[src/rtl/multicycle_sequencer.sv]
// Multi-cycle FETCH/DECODE/EXECUTE/MEMORY/WRITEBACK sequencer for the KGP RISC core.
// Holds the IR, drives datapath strobes and counts retired instructions.
module multicycle_sequencer #(
    parameter int          MEM_TIMEOUT = 15,
    parameter logic [5:0]  HALT_OPCODE = 6'd63
) (
    input  logic        clk,
    input  logic        rst_n,
    input  logic        start,
    input  logic [31:0] instr,
    input  logic        imem_ready,
    input  logic        dmem_ready,
    input  logic        data_read,
    input  logic        data_write,
    input  logic        reg_write,
    input  logic [2:0]  branch_type,
    input  logic        branch_taken,
    output logic [5:0]  opcode,
    output logic [5:0]  function_val,
    output logic        imem_req,
    output logic        ir_write,
    output logic        alu_en,
    output logic        dmem_req,
    output logic        dmem_we,
    output logic        rf_we,
    output logic        pc_write,
    output logic        pc_sel,
    output logic [2:0]  state,
    output logic        busy,
    output logic        halted,
    output logic        fault,
    output logic [15:0] instr_count
);

    typedef enum logic [2:0] {
        S_IDLE      = 3'd0,
        S_FETCH     = 3'd1,
        S_DECODE    = 3'd2,
        S_EXECUTE   = 3'd3,
        S_MEMORY    = 3'd4,
        S_WRITEBACK = 3'd5,
        S_HALT      = 3'd6,
        S_FAULT     = 3'd7
    } state_t;

    // Wait counter only needs to reach MEM_TIMEOUT-1.
    localparam int CW = (MEM_TIMEOUT > 1) ? $clog2(MEM_TIMEOUT) : 1;
    localparam logic [CW-1:0] WAIT_LAST = CW'(MEM_TIMEOUT - 1);

    state_t        state_q;
    state_t        state_d;
    logic [31:0]   ir_q;
    logic [CW-1:0] wait_q;
    logic [15:0]   count_q;
    logic          retire;
    logic          timeout;

    assign timeout = (wait_q == WAIT_LAST);

    always_comb begin
        state_d  = state_q;
        imem_req = 1'b0;
        ir_write = 1'b0;
        alu_en   = 1'b0;
        dmem_req = 1'b0;
        dmem_we  = 1'b0;
        rf_we    = 1'b0;
        pc_write = 1'b0;
        pc_sel   = 1'b0;
        retire   = 1'b0;
        unique case (state_q)
            S_IDLE: begin
                if (start) state_d = S_FETCH;
            end
            S_FETCH: begin
                imem_req = 1'b1;
                if (imem_ready) begin
                    ir_write = 1'b1;
                    state_d  = S_DECODE;
                end else if (timeout) begin
                    state_d = S_FAULT;
                end
            end
            S_DECODE: begin
                if (ir_q[31:26] == HALT_OPCODE) state_d = S_HALT;
                else                            state_d = S_EXECUTE;
            end
            S_EXECUTE: begin
                alu_en = 1'b1;
                if (data_read && data_write) begin
                    state_d = S_FAULT;
                end else if (data_read || data_write) begin
                    state_d = S_MEMORY;
                end else if (reg_write) begin
                    state_d = S_WRITEBACK;
                end else begin
                    pc_write = 1'b1;
                    pc_sel   = (branch_type != 3'd0) && branch_taken;
                    retire   = 1'b1;
                    state_d  = S_FETCH;
                end
            end
            S_MEMORY: begin
                dmem_req = 1'b1;
                dmem_we  = data_write;
                if (dmem_ready) begin
                    if (data_write) begin
                        pc_write = 1'b1;
                        retire   = 1'b1;
                        state_d  = S_FETCH;
                    end else begin
                        state_d = S_WRITEBACK;
                    end
                end else if (timeout) begin
                    state_d = S_FAULT;
                end
            end
            S_WRITEBACK: begin
                rf_we    = 1'b1;
                pc_write = 1'b1;
                retire   = 1'b1;
                state_d  = S_FETCH;
            end
            S_HALT: begin
                state_d = S_HALT;
            end
            S_FAULT: begin
                state_d = S_FAULT;
            end
        endcase
    end

    always_ff @(posedge clk or negedge rst_n) begin
        if (!rst_n) begin
            state_q <= S_IDLE;
            ir_q    <= 32'd0;
            wait_q  <= '0;
            count_q <= 16'd0;
        end else begin
            state_q <= state_d;
            if (ir_write) ir_q <= instr;
            // Counter restarts on every state change, so entry into a wait state sees 0.
            if (state_d != state_q)
                wait_q <= '0;
            else if (state_q == S_FETCH || state_q == S_MEMORY)
                wait_q <= wait_q + CW'(1);
            count_q <= count_q + 16'(retire);
        end
    end

    assign opcode       = ir_q[31:26];
    assign function_val = ir_q[5:0];
    assign state        = state_q;
    assign busy         = !(state_q == S_IDLE || state_q == S_HALT ||
                            state_q == S_FAULT);
    assign halted       = (state_q == S_HALT);
    assign fault        = (state_q == S_FAULT);
    assign instr_count  = count_q;

endmodule

[config.mk]
export PLATFORM = sky130hd
export DESIGN_NAME = multicycle_sequencer
export DESIGN_NICKNAME = d
export VERILOG_FILES = /design/src/rtl/multicycle_sequencer.sv
export SDC_FILE = /design/constraint.sdc
export NUM_CORES = 1
export LEC_CHECK = 0
export CORE_AREA = 3 3 44 85
export DETAILED_ROUTE_END_ITERATION = 8
export DIE_AREA = 0 0 47 88
export DONT_BUFFER_PORTS = 1
export PLACE_DENSITY_LB_ADDON = 0.2
export REMOVE_ABC_BUFFERS = 1
export SLEW_MARGIN = 5
export SYNTH_ARGS = -nofsm -noshare
export SYNTH_HDL_FRONTEND = slang
export SYNTH_SLANG_ARGS = --single-unit
[constraint.sdc]
create_clock -name clk -period 4 [get_ports clk]
set_clock_uncertainty 0.15 [all_clocks]
set_input_delay 0.4 -clock clk [delete_from_list [all_inputs] [get_ports clk]]
set_output_delay 0.4 -clock clk [all_outputs]
set_load 0.005 [all_outputs]
==> flow_summary.rst <==
.. list-table::
   :header-rows: 1

   * - Metric
     - Value
   * - Post-DP Area
     - around 1800 µm²
   * - Power consumption
     - 1370 µW
   * - Startpoint kind of the worst setup timing path
     - flop
   * - Final critical-path share of the clock period
     - between 70 and 80%
   * - Slew headroom
     - 43.8%
   * - Proportion of synthesized area in mux cells
     - 11.1%
   * - Longest Clk Path Bufs
     - 2
   * - Worst Max-Slew Pin Slew
     - ~0.84 ns
   * - Post-route worst hold slack
     - ~0.11 ns
   * - Number of fillers in the final layout
     - approximately 270
   * - Critical path type
     - flop to flop
   * - Area fraction in compound gates after synthesis
     - around 7%
   * - Antenna diode instance count
     - 0
   * - Sequential-to-total area share from yosys stat
     - 47.9%
   * - Xor/xnor cell area share of the yosys netlist
     - about 8.6%
   * - Combined area of all synthesized cells
     - between 1500 and 2000 µm²
   * - Most heavily used metal layer in global routing
     - met2
   * - Share of cells above drive strength 1
     - 15.5%
   * - Vias per std cell
     - between 6 and 7
   * - Max rail drop VDD
     - roughly 0.50 mV
   * - Area growth from synthesis to final layout
     - 7.18%
   * - Reported max-cap violation count
     - 0
   * - Die outline width
     - 47 µm
   * - Crit end category
     - flop
   * - Adder-Cell Fraction of Synth Area
     - 4.10%
   * - Leading cell types by total area after synthesis
     - sky130_fd_sc_hd__dfrtp_1 (48%), sky130_fd_sc_hd__mux2_4 (8.2%), sky130_fd_sc_hd__xnor2_1 (6.2%)
   * - Insertion delay to the later sink of the worst-skew pair
     - about 0.28 ns
   * - Setup Fix Bufs, Post-CTS
     - 0
   * - GR Layer Usage met3
     - around 7%
   * - Final setup TNS
     - 0 ns
   * - Number of detailed-routing iterations run before antenna repair
     - 4
   * - Number of vias after detailed routing
     - around 1,200
   * - Root buffer cell
     - sky130_fd_sc_hd__clkbuf_8
   * - Met2 track demand over resource in global routing
     - 33.2%
   * - Yosys warnings
     - 0
   * - Synth Area in Simple Gates
     - about 17%
   * - Mapped Avg Cell Area
     - between 10 and 15 µm²
   * - Final critical-path setup slack
     - between 1 and 1.5 ns
   * - Post-synthesis cell type with the largest combined area
     - sky130_fd_sc_hd__dfrtp_1
   * - GRT Resource Usage Total
     - approximately a fifth
   * - Final ANT Viol Nets
     - 0
   * - Final global-route overflow total
     - 0
   * - Detail-routed net length per standard cell
     - 18.8 µm
   * - Detailed Route Iter0 Violations
     - 12
   * - Highest clock rate
     - 341 MHz
   * - Final hold violations
     - 0
   * - Input/output buffers
     - 0
   * - Finished Cell Area
     - between 1500 and 2000 µm²
   * - Number of I/O pins
     - between 80 and 90
   * - H-Tree Depth
     - 2
   * - Clock tree from TritonCTS
     - built
   * - Sink count of the clock tree
     - 35
   * - Vertical die dimension
     - 88 µm
   * - Cts bufs inserted
     - 5
   * - Full die area
     - about 4100 µm²
   * - Post-route DRC
     - 0
   * - Dominant combinational cell family by area after synthesis
     - simple AND/OR/NAND/NOR gates
   * - Initial cell density of the core
     - a little under three fifths
   * - Req. time, crit path
     - about 4 ns
   * - Number of max-slew violations in the final report
     - 0
   * - Maximum number of pins on one net before global-route repair
     - 36
   * - Global placement routability congestion
     - 0.764
   * - Power per unit of standard cell area
     - around 700 nW/µm²
   * - Final critical delay including setup and external delays
     - 2.93 ns
   * - Maximum fanout encountered on the critical timing path
     - 17
   * - Layout Nets
     - around 220
   * - Met1 usage in global routing
     - a little over a fifth
   * - Post-synth top area share
     - roughly 48%
   * - Critical path arrival
     - around 3 ns
   * - Number of standard cells after synthesis
     - between 150 and 200
   * - Number of global-route vias before repair
     - about 1,300
   * - FP Rows
     - 29
   * - Leakage power total
     - ~0.0009 µW
   * - RSZ-0062 raised after global routing
     - no
   * - Status
     - finished, final reports clean
   * - Count of cell types in the netlist
     - 39
   * - Global-route wire length before repair
     - between 5000 and 6000 µm
   * - Area of the placeable core
     - approximately 3200 µm²
   * - Resized cells post-CTS
     - 0
   * - Aggregate routed wire length
     - around 3700 µm
   * - Detailed placer's ending HPWL
     - between 2000 and 3000 µm
   * - Final setup viols
     - 0
   * - Flop and latch count out of synthesis
     - 35
   * - Initial antenna violation count
     - 0
   * - Reg clk slew, reported paths
     - roughly 0.07 ns
   * - Placement-stage worst setup slack
     - 1.03 ns
   * - Worst min-delay path class
     - primary input to flop
layout make-up:
cell class              instances  area, µm²  share of cell area, %
inverters                       8       30.0                   1.53
multi-input cells             115        873                   44.5
flip-flops and latches         35        876                   44.7
clock inverters                 3       43.8                   2.23
repair buffers                  2       30.0                   1.53
clock buffers                   5       68.8                   3.51
well taps                      31       38.8                   1.98
cells by family after synthesis:
family,Yosys count
AO/OA/AOI/OAI,17
XOR/XNOR,18
flip-flops,35
adder cells (fa/ha/maj),6
multiplexers,15
AND/OR/NAND/NOR,59
buffers and inverters,14
per-stage QoR:
stage                     instances  utilization [%]
after global placement          189             56.9
after CTS                       199             61.4
after floorplan                 158                -
final                           199             61.4
after detailed placement        189             56.9
after global routing            199             61.4
per-layer routing:
layer  share of wire [%]  vias up
li1                    -      576
met1                  35      608
met2                  55       56
met3                 8.0        7
met4                 2.0        0
met5                   0        -
cell usage after synthesis (all sizes together):
library cell	number
inv	8
o211ai	1
a31oi	1
a22oi	2
nor2b	1
xor2	5
a21o	1
mux2i	2
and2b	2
nand3	11
dfrtp	35
a221oi	1
mux2	13
a311oi	1
clkbuf	1
a211o	2
nand4	3
ha	6
nor2	14
nand2	8
buf	5
and2	1
nor3b	1
o21ai	3
o31ai	1
nand2b	3
xnor2	13
o221ai	1
nor4	4
a32o	1
a21oi	2
nor3	6
and3	5
state kept, by name, indices dropped and copies added (netlist names):
signal / count
state: 3
instr_count: 16
ir_q: 12
wait_q: 4
cell usage in the layout, fill, tap and decap left out, types with 2 or more instances in the layout:
master / count
sky130_fd_sc_hd__dfrtp_1: 35
sky130_fd_sc_hd__nor2_1: 14
sky130_fd_sc_hd__xnor2_1: 13
sky130_fd_sc_hd__nand3_1: 11
sky130_fd_sc_hd__mux2_4: 10
sky130_fd_sc_hd__inv_1: 8
sky130_fd_sc_hd__nand2_1: 8
sky130_fd_sc_hd__ha_1: 6
sky130_fd_sc_hd__and3_1: 5
sky130_fd_sc_hd__nor3_1: 5
sky130_fd_sc_hd__xor2_1: 5
sky130_fd_sc_hd__clkbuf_8: 5
sky130_fd_sc_hd__nor4_1: 4
sky130_fd_sc_hd__nand2b_1: 3
sky130_fd_sc_hd__nand4_1: 3
sky130_fd_sc_hd__o21ai_0: 3
sky130_fd_sc_hd__mux2_2: 3
sky130_fd_sc_hd__a211o_1: 2
sky130_fd_sc_hd__a21oi_1: 2
sky130_fd_sc_hd__mux2i_1: 2
report_power, final:
part	internal, µW	total, µW	switching (µW)
Combinational	222	417	195
Clock	185	309	124
Sequential	463	644	180
what timing repair did:
action                                  in CTS  in global routing
endpoints found under the hold margin       35                  0
endpoints found under the setup margin       0                  0
hold buffers                                 2                  0
final timing paths:
kind / start / to / slack [ns] / cells past startpoint
worst min register to register: instr_count[15]$_DFF_PN0_ / instr_count[15]$_DFF_PN0_ / 0.36 / 1
worst max-delay path: state[0]$_DFF_PN0_ / instr_count[14]$_DFF_PN0_ / 1.07 / 9
max in group asynchronous: rst_n / ir_q[31]$_DFFE_PN0P_ / 3.12 / 2
min in group asynchronous: rst_n / ir_q[4]$_DFFE_PN0P_ / 0.41 / 2
worst min-delay path: instr[0] / ir_q[0]$_DFFE_PN0P_ / 0.11 / 1
worst max register to register: state[0]$_DFF_PN0_ / instr_count[14]$_DFF_PN0_ / 1.07 / 9
critical path: stages, from the launching register on:
cell                      delay [ns]
sky130_fd_sc_hd__dfrtp_1        0.67
sky130_fd_sc_hd__and2b_4        0.26
sky130_fd_sc_hd__nand2_1        0.08
sky130_fd_sc_hd__o21ai_0        0.43
sky130_fd_sc_hd__ha_1           0.27
sky130_fd_sc_hd__ha_1           0.22
sky130_fd_sc_hd__nand2_1        0.10
sky130_fd_sc_hd__nor3_1         0.34
sky130_fd_sc_hd__nand3_1        0.17
sky130_fd_sc_hd__xnor2_1        0.15
(Power assumes the default switching activity.)
